`src/rtl/mult_operand_sequencer_pkg.sv`:
```
// Shared types and constants for the multiplier operand sequencer slice.
package mult_pkg;

  // Default operand width of the team shift-add multiplier.
  localparam int MULT_N = 8;

  // Sequencer control states.
  typedef enum logic [1:0] {
    IDLE  = 2'd0,
    START = 2'd1,
    WAIT  = 2'd2,
    OUT   = 2'd3
  } state_t;

endpackage

```
`src/rtl/mult_operand_sequencer_if.sv`:
```
// Bundle of the producer, multiplier and consumer handshakes of the sequencer.
// master = sequencer side, slave = surrounding environment.
interface mult_operand_sequencer_if
  import mult_pkg::*;
#(
  parameter int N     = MULT_N,
  parameter int DEPTH = 4
);

  logic                       in_valid;
  logic                       in_ready;
  logic [N-1:0]               in_a;
  logic [N-1:0]               in_b;
  logic                       mul_start;
  logic [N-1:0]               mul_multiplicand;
  logic [N-1:0]               mul_multiplier;
  logic [2*N-1:0]             mul_product;
  logic                       mul_done;
  logic                       out_valid;
  logic                       out_ready;
  logic [2*N-1:0]             out_product;
  logic                       out_err;
  logic [$clog2(DEPTH):0]     fifo_level;

  modport master (
    input  in_valid, in_a, in_b, mul_product, mul_done, out_ready,
    output in_ready, mul_start, mul_multiplicand, mul_multiplier,
           out_valid, out_product, out_err, fifo_level
  );

  modport slave (
    output in_valid, in_a, in_b, mul_product, mul_done, out_ready,
    input  in_ready, mul_start, mul_multiplicand, mul_multiplier,
           out_valid, out_product, out_err, fifo_level
  );

endinterface

```
`src/rtl/mult_operand_sequencer_sync_fifo.sv`:
```
// Small synchronous FIFO with a combinational head and a separate level counter.
module sync_fifo #(
  parameter int WIDTH = 16,
  parameter int DEPTH = 4
) (
  input  logic                     clk,
  input  logic                     rst_n,
  input  logic                     push,
  input  logic                     pop,
  input  logic [WIDTH-1:0]         wdata,
  output logic [WIDTH-1:0]         rdata,
  output logic [$clog2(DEPTH):0]   level,
  output logic                     full,
  output logic                     empty
);

  localparam int AW = $clog2(DEPTH);
  localparam int LW = AW + 1;
  localparam logic [LW-1:0] DEPTH_L = LW'(DEPTH);

  logic [WIDTH-1:0] mem_r [DEPTH];
  logic [AW-1:0]    wr_ptr_r;
  logic [AW-1:0]    rd_ptr_r;
  logic [LW-1:0]    level_r;
  logic             push_ok_s;
  logic             pop_ok_s;

  // Qualify requests against the registered occupancy.
  always_comb begin
    push_ok_s = push && (level_r != DEPTH_L);
    pop_ok_s  = pop && (level_r != {LW{1'b0}});
  end

  // Storage array; contents need no reset because the pointers define validity.
  always_ff @(posedge clk) begin
    if (push_ok_s) begin
      mem_r[wr_ptr_r] <= wdata;
    end
  end

  // Pointers wrap naturally at the power-of-two depth; level tracks occupancy.
  always_ff @(posedge clk or negedge rst_n) begin
    if (!rst_n) begin
      wr_ptr_r <= {AW{1'b0}};
      rd_ptr_r <= {AW{1'b0}};
      level_r  <= {LW{1'b0}};
    end else begin
      if (push_ok_s) begin
        wr_ptr_r <= wr_ptr_r + 1'b1;
      end
      if (pop_ok_s) begin
        rd_ptr_r <= rd_ptr_r + 1'b1;
      end
      case ({push_ok_s, pop_ok_s})
        2'b10:   level_r <= level_r + 1'b1;
        2'b01:   level_r <= level_r - 1'b1;
        default: level_r <= level_r;
      endcase
    end
  end

  assign rdata = mem_r[rd_ptr_r];
  assign level = level_r;
  assign full  = (level_r == DEPTH_L);
  assign empty = (level_r == {LW{1'b0}});

endmodule

```
`src/rtl/mult_operand_sequencer.sv`:
```
// Operand sequencer in front of the shift-add multiplier: queues operand
// pairs, issues one multiply at a time, bypasses zero operands and turns a
// multiplier that never finishes into an error-flagged zero result.
module mult_operand_sequencer
  import mult_pkg::*;
#(
  parameter int N       = MULT_N,
  parameter int DEPTH   = 4,
  parameter int TIMEOUT = N + 4
) (
  input  logic                     clk,
  input  logic                     rst_n,
  mult_operand_sequencer_if.master bus
);

  localparam int CW = $clog2(TIMEOUT + 1);
  localparam logic [CW-1:0] WAIT_LAST = CW'(TIMEOUT - 1);

  state_t             state_r;
  logic               mul_start_r;
  logic [N-1:0]       mul_multiplicand_r;
  logic [N-1:0]       mul_multiplier_r;
  logic               out_valid_r;
  logic [2*N-1:0]     out_product_r;
  logic               out_err_r;
  logic [CW-1:0]      wait_cnt_r;

  logic               push_s;
  logic               pop_s;
  logic               in_ready_s;
  logic [2*N-1:0]     head_s;
  logic [N-1:0]       head_a_s;
  logic [N-1:0]       head_b_s;
  logic               head_zero_s;
  logic               fifo_full_s;
  logic               fifo_empty_s;
  logic [$clog2(DEPTH):0] fifo_level_s;

  sync_fifo #(
    .WIDTH (2 * N),
    .DEPTH (DEPTH)
  ) u_fifo (
    .clk   (clk),
    .rst_n (rst_n),
    .push  (push_s),
    .pop   (pop_s),
    .wdata ({bus.in_a, bus.in_b}),
    .rdata (head_s),
    .level (fifo_level_s),
    .full  (fifo_full_s),
    .empty (fifo_empty_s)
  );

  // Handshake decode: readiness comes only from the registered level, and the
  // FIFO is drained only while the FSM is idle.
  always_comb begin
    in_ready_s  = !fifo_full_s;
    push_s      = bus.in_valid && in_ready_s;
    head_a_s    = head_s[2*N-1:N];
    head_b_s    = head_s[N-1:0];
    head_zero_s = (head_a_s == {N{1'b0}}) || (head_b_s == {N{1'b0}});
    if ((state_r == IDLE) && !fifo_empty_s) begin
      pop_s = 1'b1;
    end else begin
      pop_s = 1'b0;
    end
  end

  // Control FSM with all outward-facing signals registered.
  always_ff @(posedge clk or negedge rst_n) begin
    if (!rst_n) begin
      state_r            <= IDLE;
      mul_start_r        <= 1'b0;
      mul_multiplicand_r <= {N{1'b0}};
      mul_multiplier_r   <= {N{1'b0}};
      out_valid_r        <= 1'b0;
      out_product_r      <= {(2*N){1'b0}};
      out_err_r          <= 1'b0;
      wait_cnt_r         <= {CW{1'b0}};
    end else begin
      case (state_r)
        IDLE: begin
          if (!fifo_empty_s) begin
            mul_multiplicand_r <= head_a_s;
            mul_multiplier_r   <= head_b_s;
            if (head_zero_s) begin
              out_product_r <= {(2*N){1'b0}};
              out_err_r     <= 1'b0;
              out_valid_r   <= 1'b1;
              state_r       <= OUT;
            end else begin
              mul_start_r <= 1'b1;
              state_r     <= START;
            end
          end
        end
        START: begin
          mul_start_r <= 1'b0;
          wait_cnt_r  <= {CW{1'b0}};
          state_r     <= WAIT;
        end
        WAIT: begin
          // done is only trusted here; the multiplier drops it on the start edge.
          if (bus.mul_done) begin
            out_product_r <= bus.mul_product;
            out_err_r     <= 1'b0;
            out_valid_r   <= 1'b1;
            state_r       <= OUT;
          end else if (wait_cnt_r == WAIT_LAST) begin
            out_product_r <= {(2*N){1'b0}};
            out_err_r     <= 1'b1;
            out_valid_r   <= 1'b1;
            state_r       <= OUT;
          end else begin
            wait_cnt_r <= wait_cnt_r + 1'b1;
          end
        end
        OUT: begin
          if (bus.out_ready) begin
            out_valid_r <= 1'b0;
            state_r     <= IDLE;
          end
        end
        default: begin
          mul_start_r <= 1'b0;
          out_valid_r <= 1'b0;
          state_r     <= IDLE;
        end
      endcase
    end
  end

  assign bus.in_ready         = in_ready_s;
  assign bus.mul_start        = mul_start_r;
  assign bus.mul_multiplicand = mul_multiplicand_r;
  assign bus.mul_multiplier   = mul_multiplier_r;
  assign bus.out_valid        = out_valid_r;
  assign bus.out_product      = out_product_r;
  assign bus.out_err          = out_err_r;
  assign bus.fifo_level       = fifo_level_s;

endmodule

```
`src/flat_wrapper.sv`:
```
// flat-port wrapper written by rule: the top's interface ports become plain ports
module mult_operand_sequencer_flat import mult_pkg::*;
#(
  parameter int N       = MULT_N,
  parameter int DEPTH   = 4,
  parameter int TIMEOUT = N + 4
)
  (clk, rst_n, bus_in_valid, bus_in_a, bus_in_b, bus_mul_product, bus_mul_done, bus_out_ready, bus_in_ready, bus_mul_start, bus_mul_multiplicand, bus_mul_multiplier, bus_out_valid, bus_out_product, bus_out_err, bus_fifo_level);
  mult_operand_sequencer_if #(.N(N), .DEPTH(DEPTH)) bus_i ();
  input  logic clk;
  input  logic rst_n;
  input wire logic [$bits(bus_i.in_valid)-1:0] bus_in_valid;
  input wire logic [$bits(bus_i.in_a)-1:0] bus_in_a;
  input wire logic [$bits(bus_i.in_b)-1:0] bus_in_b;
  input wire logic [$bits(bus_i.mul_product)-1:0] bus_mul_product;
  input wire logic [$bits(bus_i.mul_done)-1:0] bus_mul_done;
  input wire logic [$bits(bus_i.out_ready)-1:0] bus_out_ready;
  output wire logic [$bits(bus_i.in_ready)-1:0] bus_in_ready;
  output wire logic [$bits(bus_i.mul_start)-1:0] bus_mul_start;
  output wire logic [$bits(bus_i.mul_multiplicand)-1:0] bus_mul_multiplicand;
  output wire logic [$bits(bus_i.mul_multiplier)-1:0] bus_mul_multiplier;
  output wire logic [$bits(bus_i.out_valid)-1:0] bus_out_valid;
  output wire logic [$bits(bus_i.out_product)-1:0] bus_out_product;
  output wire logic [$bits(bus_i.out_err)-1:0] bus_out_err;
  output wire logic [$bits(bus_i.fifo_level)-1:0] bus_fifo_level;
  assign bus_i.in_valid = bus_in_valid;
  assign bus_i.in_a = bus_in_a;
  assign bus_i.in_b = bus_in_b;
  assign bus_i.mul_product = bus_mul_product;
  assign bus_i.mul_done = bus_mul_done;
  assign bus_i.out_ready = bus_out_ready;
  assign bus_in_ready = bus_i.in_ready;
  assign bus_mul_start = bus_i.mul_start;
  assign bus_mul_multiplicand = bus_i.mul_multiplicand;
  assign bus_mul_multiplier = bus_i.mul_multiplier;
  assign bus_out_valid = bus_i.out_valid;
  assign bus_out_product = bus_i.out_product;
  assign bus_out_err = bus_i.out_err;
  assign bus_fifo_level = bus_i.fifo_level;
  mult_operand_sequencer #(.N(N), .DEPTH(DEPTH), .TIMEOUT(TIMEOUT)) u_core (.clk(clk), .rst_n(rst_n), .bus(bus_i));
endmodule
```
`config.mk`:
```
export PLATFORM = sky130hd
export DESIGN_NAME = mult_operand_sequencer_flat
export DESIGN_NICKNAME = d
export VERILOG_FILES = /design/src/rtl/mult_operand_sequencer_pkg.sv /design/src/rtl/mult_operand_sequencer_if.sv /design/src/rtl/mult_operand_sequencer_sync_fifo.sv /design/src/rtl/mult_operand_sequencer.sv /design/src/flat_wrapper.sv
export SDC_FILE = /design/constraint.sdc
export NUM_CORES = 1
export LEC_CHECK = 0
export CORE_ASPECT_RATIO = 2
export CORE_MARGIN = 1
export CORE_UTILIZATION = 45
export CTS_CLUSTER_DIAMETER = 30
export DETAILED_ROUTE_END_ITERATION = 6
export HOLD_SLACK_MARGIN = 0.06
export PLACE_DENSITY = 0.72
export SLEW_MARGIN = 20
export SYNTH_ARGS = -nofsm -noshare
export SYNTH_HDL_FRONTEND = slang
export SYNTH_HIERARCHICAL = 1
export SYNTH_SLANG_ARGS = --single-unit
```
`constraint.sdc`:
```
create_clock -name clk -period 2.55 [get_ports clk]
set_input_delay 0.6375 -clock clk [delete_from_list [all_inputs] [get_ports clk]]
set_output_delay 0.6375 -clock clk [all_outputs]
set_load 0.05 [all_outputs]
```
After elaboration in Yosys (flattened, before gate mapping)

Memories as Yosys holds them, arrays and structs flattened.
Index checks and enable logic that the tools add are counted.

Bitwise gates (word level): 1
Reduce and logical (&&, ||, !) cells: 23
Eq/ne operators: 15
Multiplexer cells: 31
Add/sub/neg operators: 5

Operators by type and width:

| operator              | number |
|---|---|
| $mux W16              | 4 |
| $pmux W16 S2          | 1 |
| $logic_not A8 Y1      | 2 |
| $mux W1               | 13 |
| $mux W2               | 5 |
| $ne A2 B2 Y1 const B  | 5 |
| $reduce_and A3 Y1     | 3 |
| $mux W4               | 2 |
| $pmux W2 S4           | 1 |
| $pmux W4 S2           | 1 |
| $reduce_bool A2 Y1    | 4 |
| $eq A2 B2 Y1 const B  | 3 |
| $pmux W3 S2           | 1 |
| $reduce_bool A3 Y1    | 2 |
| $reduce_and A5 Y1     | 1 |
| $add A2 B1 Y2 const B | 2 |
| $add A4 B1 Y4 const B | 1 |
| $eq A2 B1 Y1 const B  | 2 |
| $eq A4 B4 Y1 const B  | 1 |
| $logic_and A1 B1 Y1   | 4 |
| $pmux W1 S2           | 2 |
| $reduce_and A4 Y1     | 1 |
| $add A3 B1 Y3 const B | 1 |
| $eq A3 B3 Y1 const B  | 1 |
| other kinds (11)      | 12 |

Word-level logic and storage cells: 87
Register bits: 48
Input bits: 37
Output and inout port bits: 39
RAM bits: 64
Memories: 1

Memory list:

| memory              | words | width | read ports | clocked after Yosys merged registers in | wr ports | line                                   | RTL |
|---|---|---|---|---|---|---|---|
| u_core.u_fifo.mem_r | 4     | 16    | 1          | 0                                       | 1        | mult_operand_sequencer_sync_fifo.sv:21 | `logic [WIDTH-1:0] mem_r [DEPTH];` |

Logic depth before layout (Yosys ltp)

Gate-level depths: netlist of run 1.

Depth after elaboration: 7
Mapped depth: 13
Depth with buffers taken out: 11

Hierarchy

Netlist of run 1, hierarchy kept.

Modules (own cells, without submodules):

| module                 | area an instance (sq um) | seq. area each (sq um) | cells an instance | times used |
|---|---|---|---|---|
| sync_fifo              | 2775.2                   | 2097.0                 | 121               | 1 |
| mult_operand_sequencer | 1991.9                   | 1026.0                 | 186               | 1 |

Worst setup path after synthesis of run 1

Ideal clock, no wire load.

Path type: register to register
Start point: reg u_core.u_fifo.level_r[0] (netlist: u_core/u_fifo/level[0])
End point: reg u_core.u_fifo.level_r[2] (netlist: u_core/u_fifo/level[2])
Clock period less this slack: 2.755 ns
Setup slack: -0.205 ns
Arrival: 2.673 ns
Stages on the path, launching flop included: 13
Path through: dfrtp_1 nor3_1 nand2b_1 buf_6 clkinv_8 clkbuf_1 o31a_1 ha_1 inv_1 fa_1 xor2_1 nor2_1 xor2_1

Word-level cells in the longest chain between the ends: 7
Elaborated cells on any way between the ends: 17
Those cells by class: 2 x add/sub; 4 x eq/ne; 2 x mux; 9 x reduce/logical

RTL lines:

| what                                              | line                                   | RTL |
|---|---|---|
| from (decl)                                       | mult_operand_sequencer_sync_fifo.sv:24 | `logic [LW-1:0] level_r;` |
| from (signal assigned)                            | mult_operand_sequencer_sync_fifo.sv:46 | `level_r <= {LW{1'b0}};` |
| from (signal assigned)                            | mult_operand_sequencer_sync_fifo.sv:55 | `2'b10: level_r <= level_r + 1'b1;` |
| from (signal assigned)                            | mult_operand_sequencer_sync_fifo.sv:56 | `2'b01: level_r <= level_r - 1'b1;` |
| $logic_not A3 Y1 (*)                              | mult_operand_sequencer_sync_fifo.sv:65 | `assign empty = (level_r == {LW{1'b0}});` |
| named net u_core.fifo_empty_s                     | mult_operand_sequencer.sv:36           | `logic fifo_empty_s;` |
| $logic_not A1 Y1 (*)                              | mult_operand_sequencer.sv:62           | `if ((state_r == IDLE) && !fifo_empty_s) begin` |
| $logic_and A1 B1 Y1 (*)                           | mult_operand_sequencer.sv:62           |  |
| $mux W1 (*)                                       | mult_operand_sequencer.sv:62           |  |
| named net u_core.pop_s                            | mult_operand_sequencer.sv:29           | `logic pop_s;` |
| $logic_and A1 B1 Y1 (*)                           | mult_operand_sequencer_sync_fifo.sv:31 | `pop_ok_s = pop && (level_r != {LW{1'b0}});` |
| named net u_core.u_fifo.pop_ok_s                  | mult_operand_sequencer_sync_fifo.sv:26 | `logic pop_ok_s;` |
| $eq A2 B1 Y1 or $eq A2 B2 Y1 (tied branches)      | mult_operand_sequencer_sync_fifo.sv:54 | `case ({push_ok_s, pop_ok_s})` |
| $pmux W3 S2 or $reduce_bool A2 Y1 (tied branches) | --                                     |  |

Mark *: on every way through the listed nets, which the timed path passes. The rest lies on a longest branch.
A chain may end at the register's enable or synchronous reset.

Worst setup path in the final report of run 1

Start point: reg u_core.u_fifo.rd_ptr_r[0]
End point: reg u_core.out_product_r[13] (netlist: u_core/bus.out_product[13])

Word-level cells in the longest chain between the ends: 5
Elaborated cells on any way between the ends: 6
Those cells by class: 1 x eq/ne; 4 x reduce/logical; 1 x memory

RTL lines:

| what                        | line                                   | RTL |
|---|---|---|
| from (decl)                 | mult_operand_sequencer_sync_fifo.sv:23 | `logic [AW-1:0] rd_ptr_r;` |
| from (signal assigned)      | mult_operand_sequencer_sync_fifo.sv:45 | `rd_ptr_r <= {AW{1'b0}};` |
| from (signal assigned)      | mult_operand_sequencer_sync_fifo.sv:52 | `rd_ptr_r <= rd_ptr_r + 1'b1;` |
| $mem_v2 Z4 W16              | --                                     |  |
| named net u_core.head_s[2]  | mult_operand_sequencer.sv:31           | `logic [2*N-1:0] head_s;` |
| $logic_not A8 Y1            | mult_operand_sequencer.sv:61           | `head_zero_s = (head_a_s == {N{1'b0}}) \|\| (head_b_s == {N{1'b0}});` |
| $logic_or A1 B1 Y1          | mult_operand_sequencer.sv:61           |  |
| $ne A2 B1 Y1 (no line)      | --                                     |  |
| $reduce_and A4 Y1 (no line) | --                                     |  |
| to (signal assigned)        | mult_operand_sequencer.sv:77           | `out_product_r <= {(2*N){1'b0}};` |
| to (signal assigned)        | mult_operand_sequencer.sv:87           | `out_product_r <= {(2*N){1'b0}};` |
| to (signal assigned)        | mult_operand_sequencer.sv:105          | `out_product_r <= bus.mul_product;` |
| to (decl)                   | mult_operand_sequencer.sv:24           | `logic [2*N-1:0] out_product_r;` |

The timed path passes the listed nets, and every way through them passes these cells.

==> impl_metrics.tcl, run 1 <==
set metrics [dict create \
    p_comb_share_pct 47.6 \
    grt_pass1_vias 3014 \
    place.gp.congestion 0.754 \
    min_period_over_period_pct 98.0 \
    rsz0062_at_grt "yes" \
    slew_headroom_pct 57.3 \
    fin_ws_ns 0.0519 \
    ys_warn_count 6 \
    dp_slack_ns -0.129 \
    crit_fanout 8 \
    cts_tree "yes" \
    areaGrowthSynthToFinish_pct 30.8 \
    drive_gt1_share_pct 20.8 \
    detailedRoute.firstPassIterationCount 4 \
    max_stage_delay_ns 0.55 \
    diodes 0 \
    ant_nets 0 \
    cts_max_path_buffers 2 \
    vdd_drop_max_v 0.000539 \
    placed_area_um2 5800 \
    final_nets 453 \
    avgViaCountPerCell 5.16 \
    outcome "finished, final reports clean" \
    worst_path_max_delay_cell "mux4_2" \
    grtUsageTotal_pct 18.0 \
    stdcell_count 544 \
    power_density_nw_per_um2 1270 \
    fillCellCount 792 \
    dpl.hpwl_mm 6.86 \
    hold_viol_final 0 \
    syn_area_um2 4770 \
    switching_share_pct 38.8 \
    ys_types 43 \
    grt_first_pass_wirelength_mm 14.6 \
    tightest_slew_ns 0.641 \
    hold_class "in2async" \
    antenna_found_initial 0 \
    finalMaxSlewViolations 0 \
    synth.avg_cell_area_um2 15.5 \
    path_clk_slew_ns 0.07 \
    pwr-share-seq_pct 34.5 \
    cp_top_family "multiplexers" \
    synth-seq-cells 112 \
    max-cap-violations 0 \
    dieArea_um2 11000 \
    wl_per_cell_um 17.9 \
    drc 0 \
    end_kind "flip-flop" \
    cp.arrival_ns 2.73 \
    cp.required_ns 2.79 \
    io_pins 76 \
    worst_hold_slack_ns 0.308 \
    static-leakage-power_uw 0.00253 \
    clkPwrFrac_pct 17.9 \
    setup_tns_ns 0 \
    numCtsBuffers 9 \
    dpl.cell_count 525 \
    setup_viol 0 \
    start_util_pct 46.7 \
    internal_power_uw 4840 \
    die_x_um 74.8 \
    drt-initial-drc-count 119 \
    critical_path_buf_inv_count 3 \
    num_vias 2808 \
    rows 52 \
    switchingPower_uw 3070 \
    finClkSkew_ns 0.00461 \
    final_common_cell "clkdlybuf4s50_1" \
    synth.yosys.seq_area_share_pct 65.5 \
    synthesis.nets 356 \
    max_freq_mhz 400 \
    path_cells "buf_6 > mux4_2 > nor4_4 > buf_4 > nand2_2 > a31oi_4 > clkbuf_16 > mux2_4" \
    min_period_ns 2.50 \
    clkLatencyLatePin_ns 0.35 \
    root_buffer "clkbuf_16" \
    grt_max_degree 29 \
    critPathKind "reg2reg" \
    syn_inst 307 \
    overflow 0 \
    h-tree-depth 3 \
    cp-start-kind "flip-flop" \
    die_h_um 148 \
    final_cell_mix "clkdlybuf4s50_1 (73), edfxtp_1 (64), nand2_1 (57)" \
    core_area_um2 10200 \
    clock-sinks 112 \
    wirelength_mm 9.71 \
    stdcell_area_um2 6240 \
    io_buffer_count 75 \
]
per-layer routing:
layer / wire (um) / up-vias / GRT usage [%]
met2: 5690 / 78 / 34.1
met5: 0 / - / 0
met3: 352 / 15 / 2.11
met1: 3420 / 1412 / 17.9
met4: 249 / 0 / 9.81
li1: - / 1303 / -
power groups by stage:
stage                     combinational (uW)  clock (uW)  sequential [uW]
after floorplan                         1790           0             3370
after global placement                  3400           0             2730
after detailed placement                3480           0             2760
after CTS                               3560        1450             2720
after global routing                    4020        1510             2780
final                                   3760        1420             2730
flip-flops by register name (all words and copies together) (netlist names):
signal                       count
u_core/bus.mul_multiplier        8
u_core/u_fifo/mem_r             64
u_core/u_fifo/rd_ptr_r           2
u_core/u_fifo/wr_ptr_r           2
u_core/wait_cnt_r                4
u_core/state_r                   2
u_core/bus.out_valid             1
u_core/bus.mul_multiplicand      8
u_core/bus.out_product          16
u_core/bus.out_err               1
u_core/u_fifo/level              3
u_core/bus.mul_start             1
logic make-up (layout without fill, tap and decap cells):
group	after synthesis	count (layout)	synth area share, %
fa+ha+maj	12	12	3.31
buf+inv	25	127	3.28
mux	38	38	14.0
xor+xnor	8	8	1.47
simple gates	100	100	10.2
compound gates	12	12	2.26
flops	112	112	65.5
Yosys cell counts, drive strengths merged:
library cell  number  area, um2
a21boi             1       7.51
a21oi              2       10.0
a311oi             1       8.76
a31oi              2       27.5
and2               4       25.0
and2b              1       7.51
and3              17        106
and3b              1       8.76
buf                6       72.6
clkbuf             5       18.8
clkinv             1       16.3
dfrtp             48       1200
edfxtp            64       1920
fa                 1       20.0
ha                11        138
inv               13       48.8
mux2              18        236
mux2i              4       40.0
mux4              16        390
nand2             59        221
nand2b             1       6.26
nand4b             1       8.76
nor2               5       18.8
nor2b              2       15.0
nor3               1       5.00
nor3b              2       20.0
nor4               4       25.0
o21ai              2       10.0
o221ai             1       8.76
o22ai              2       26.3
o31a               1       8.76
or2b               1       11.3
or3                1       6.26
xnor2              4       35.0
xor2               4       35.0
metrics by stage:
stage,total power [uW],util (%)
3_5_place_dp,6240,56.8
5_1_grt,8310,61.1
3_3_place_gp,6130,56.8
6_report,7910,61.1
4_1_cts,7730,60.1
2_1_floorplan,5160,-
what timing repair did:
item                       CTS  global route
resized for setup            5            21
cloned                       0             2
pin swaps                    2             6
hold buffers                 0             0
setup buffers                1             0
setup endpoints to repair   18            19
layout make-up:
cell class / instances / area [um2] / area share [%]
Inverter: 14 / 65.1 / 1.04
Clock inverter: 7 / 80.1 / 1.28
Multi-Input combinational cell: 170 / 1540 / 24.7
Tap cell: 135 / 169 / 2.71
Timing Repair Buffer: 97 / 1030 / 16.5
Clock buffer: 9 / 225 / 3.61
Sequential cell: 112 / 3130 / 50.2
path summary, 6_finish.rpt:
check,startpoint,end,slack [ns],cells past startpoint
setup / recovery,u_core/u_fifo/rd_ptr_r[0],u_core/bus.out_product[13],0.05,8
hold / removal,rst_n,u_core/bus.out_product[13],0.31,1
setup reg to reg,u_core/u_fifo/rd_ptr_r[0],u_core/bus.out_product[13],0.05,8
hold reg to reg,u_core/bus.mul_multiplicand[5],u_core/bus.mul_multiplicand[5],0.49,2
max in group asynchronous,rst_n,u_core/u_fifo/rd_ptr_r[0],1.62,2
min in group clk,u_core/bus.mul_multiplicand[5],u_core/bus.mul_multiplicand[5],0.49,2
No activity file was read; power rests on OpenSTA's default activity.
==> run 2, diff against run 1 <==
CAP_MARGIN = 20   (was default)
==> results of run 2 <==
Final layout, timing and power as in run 1 (identical DEF).
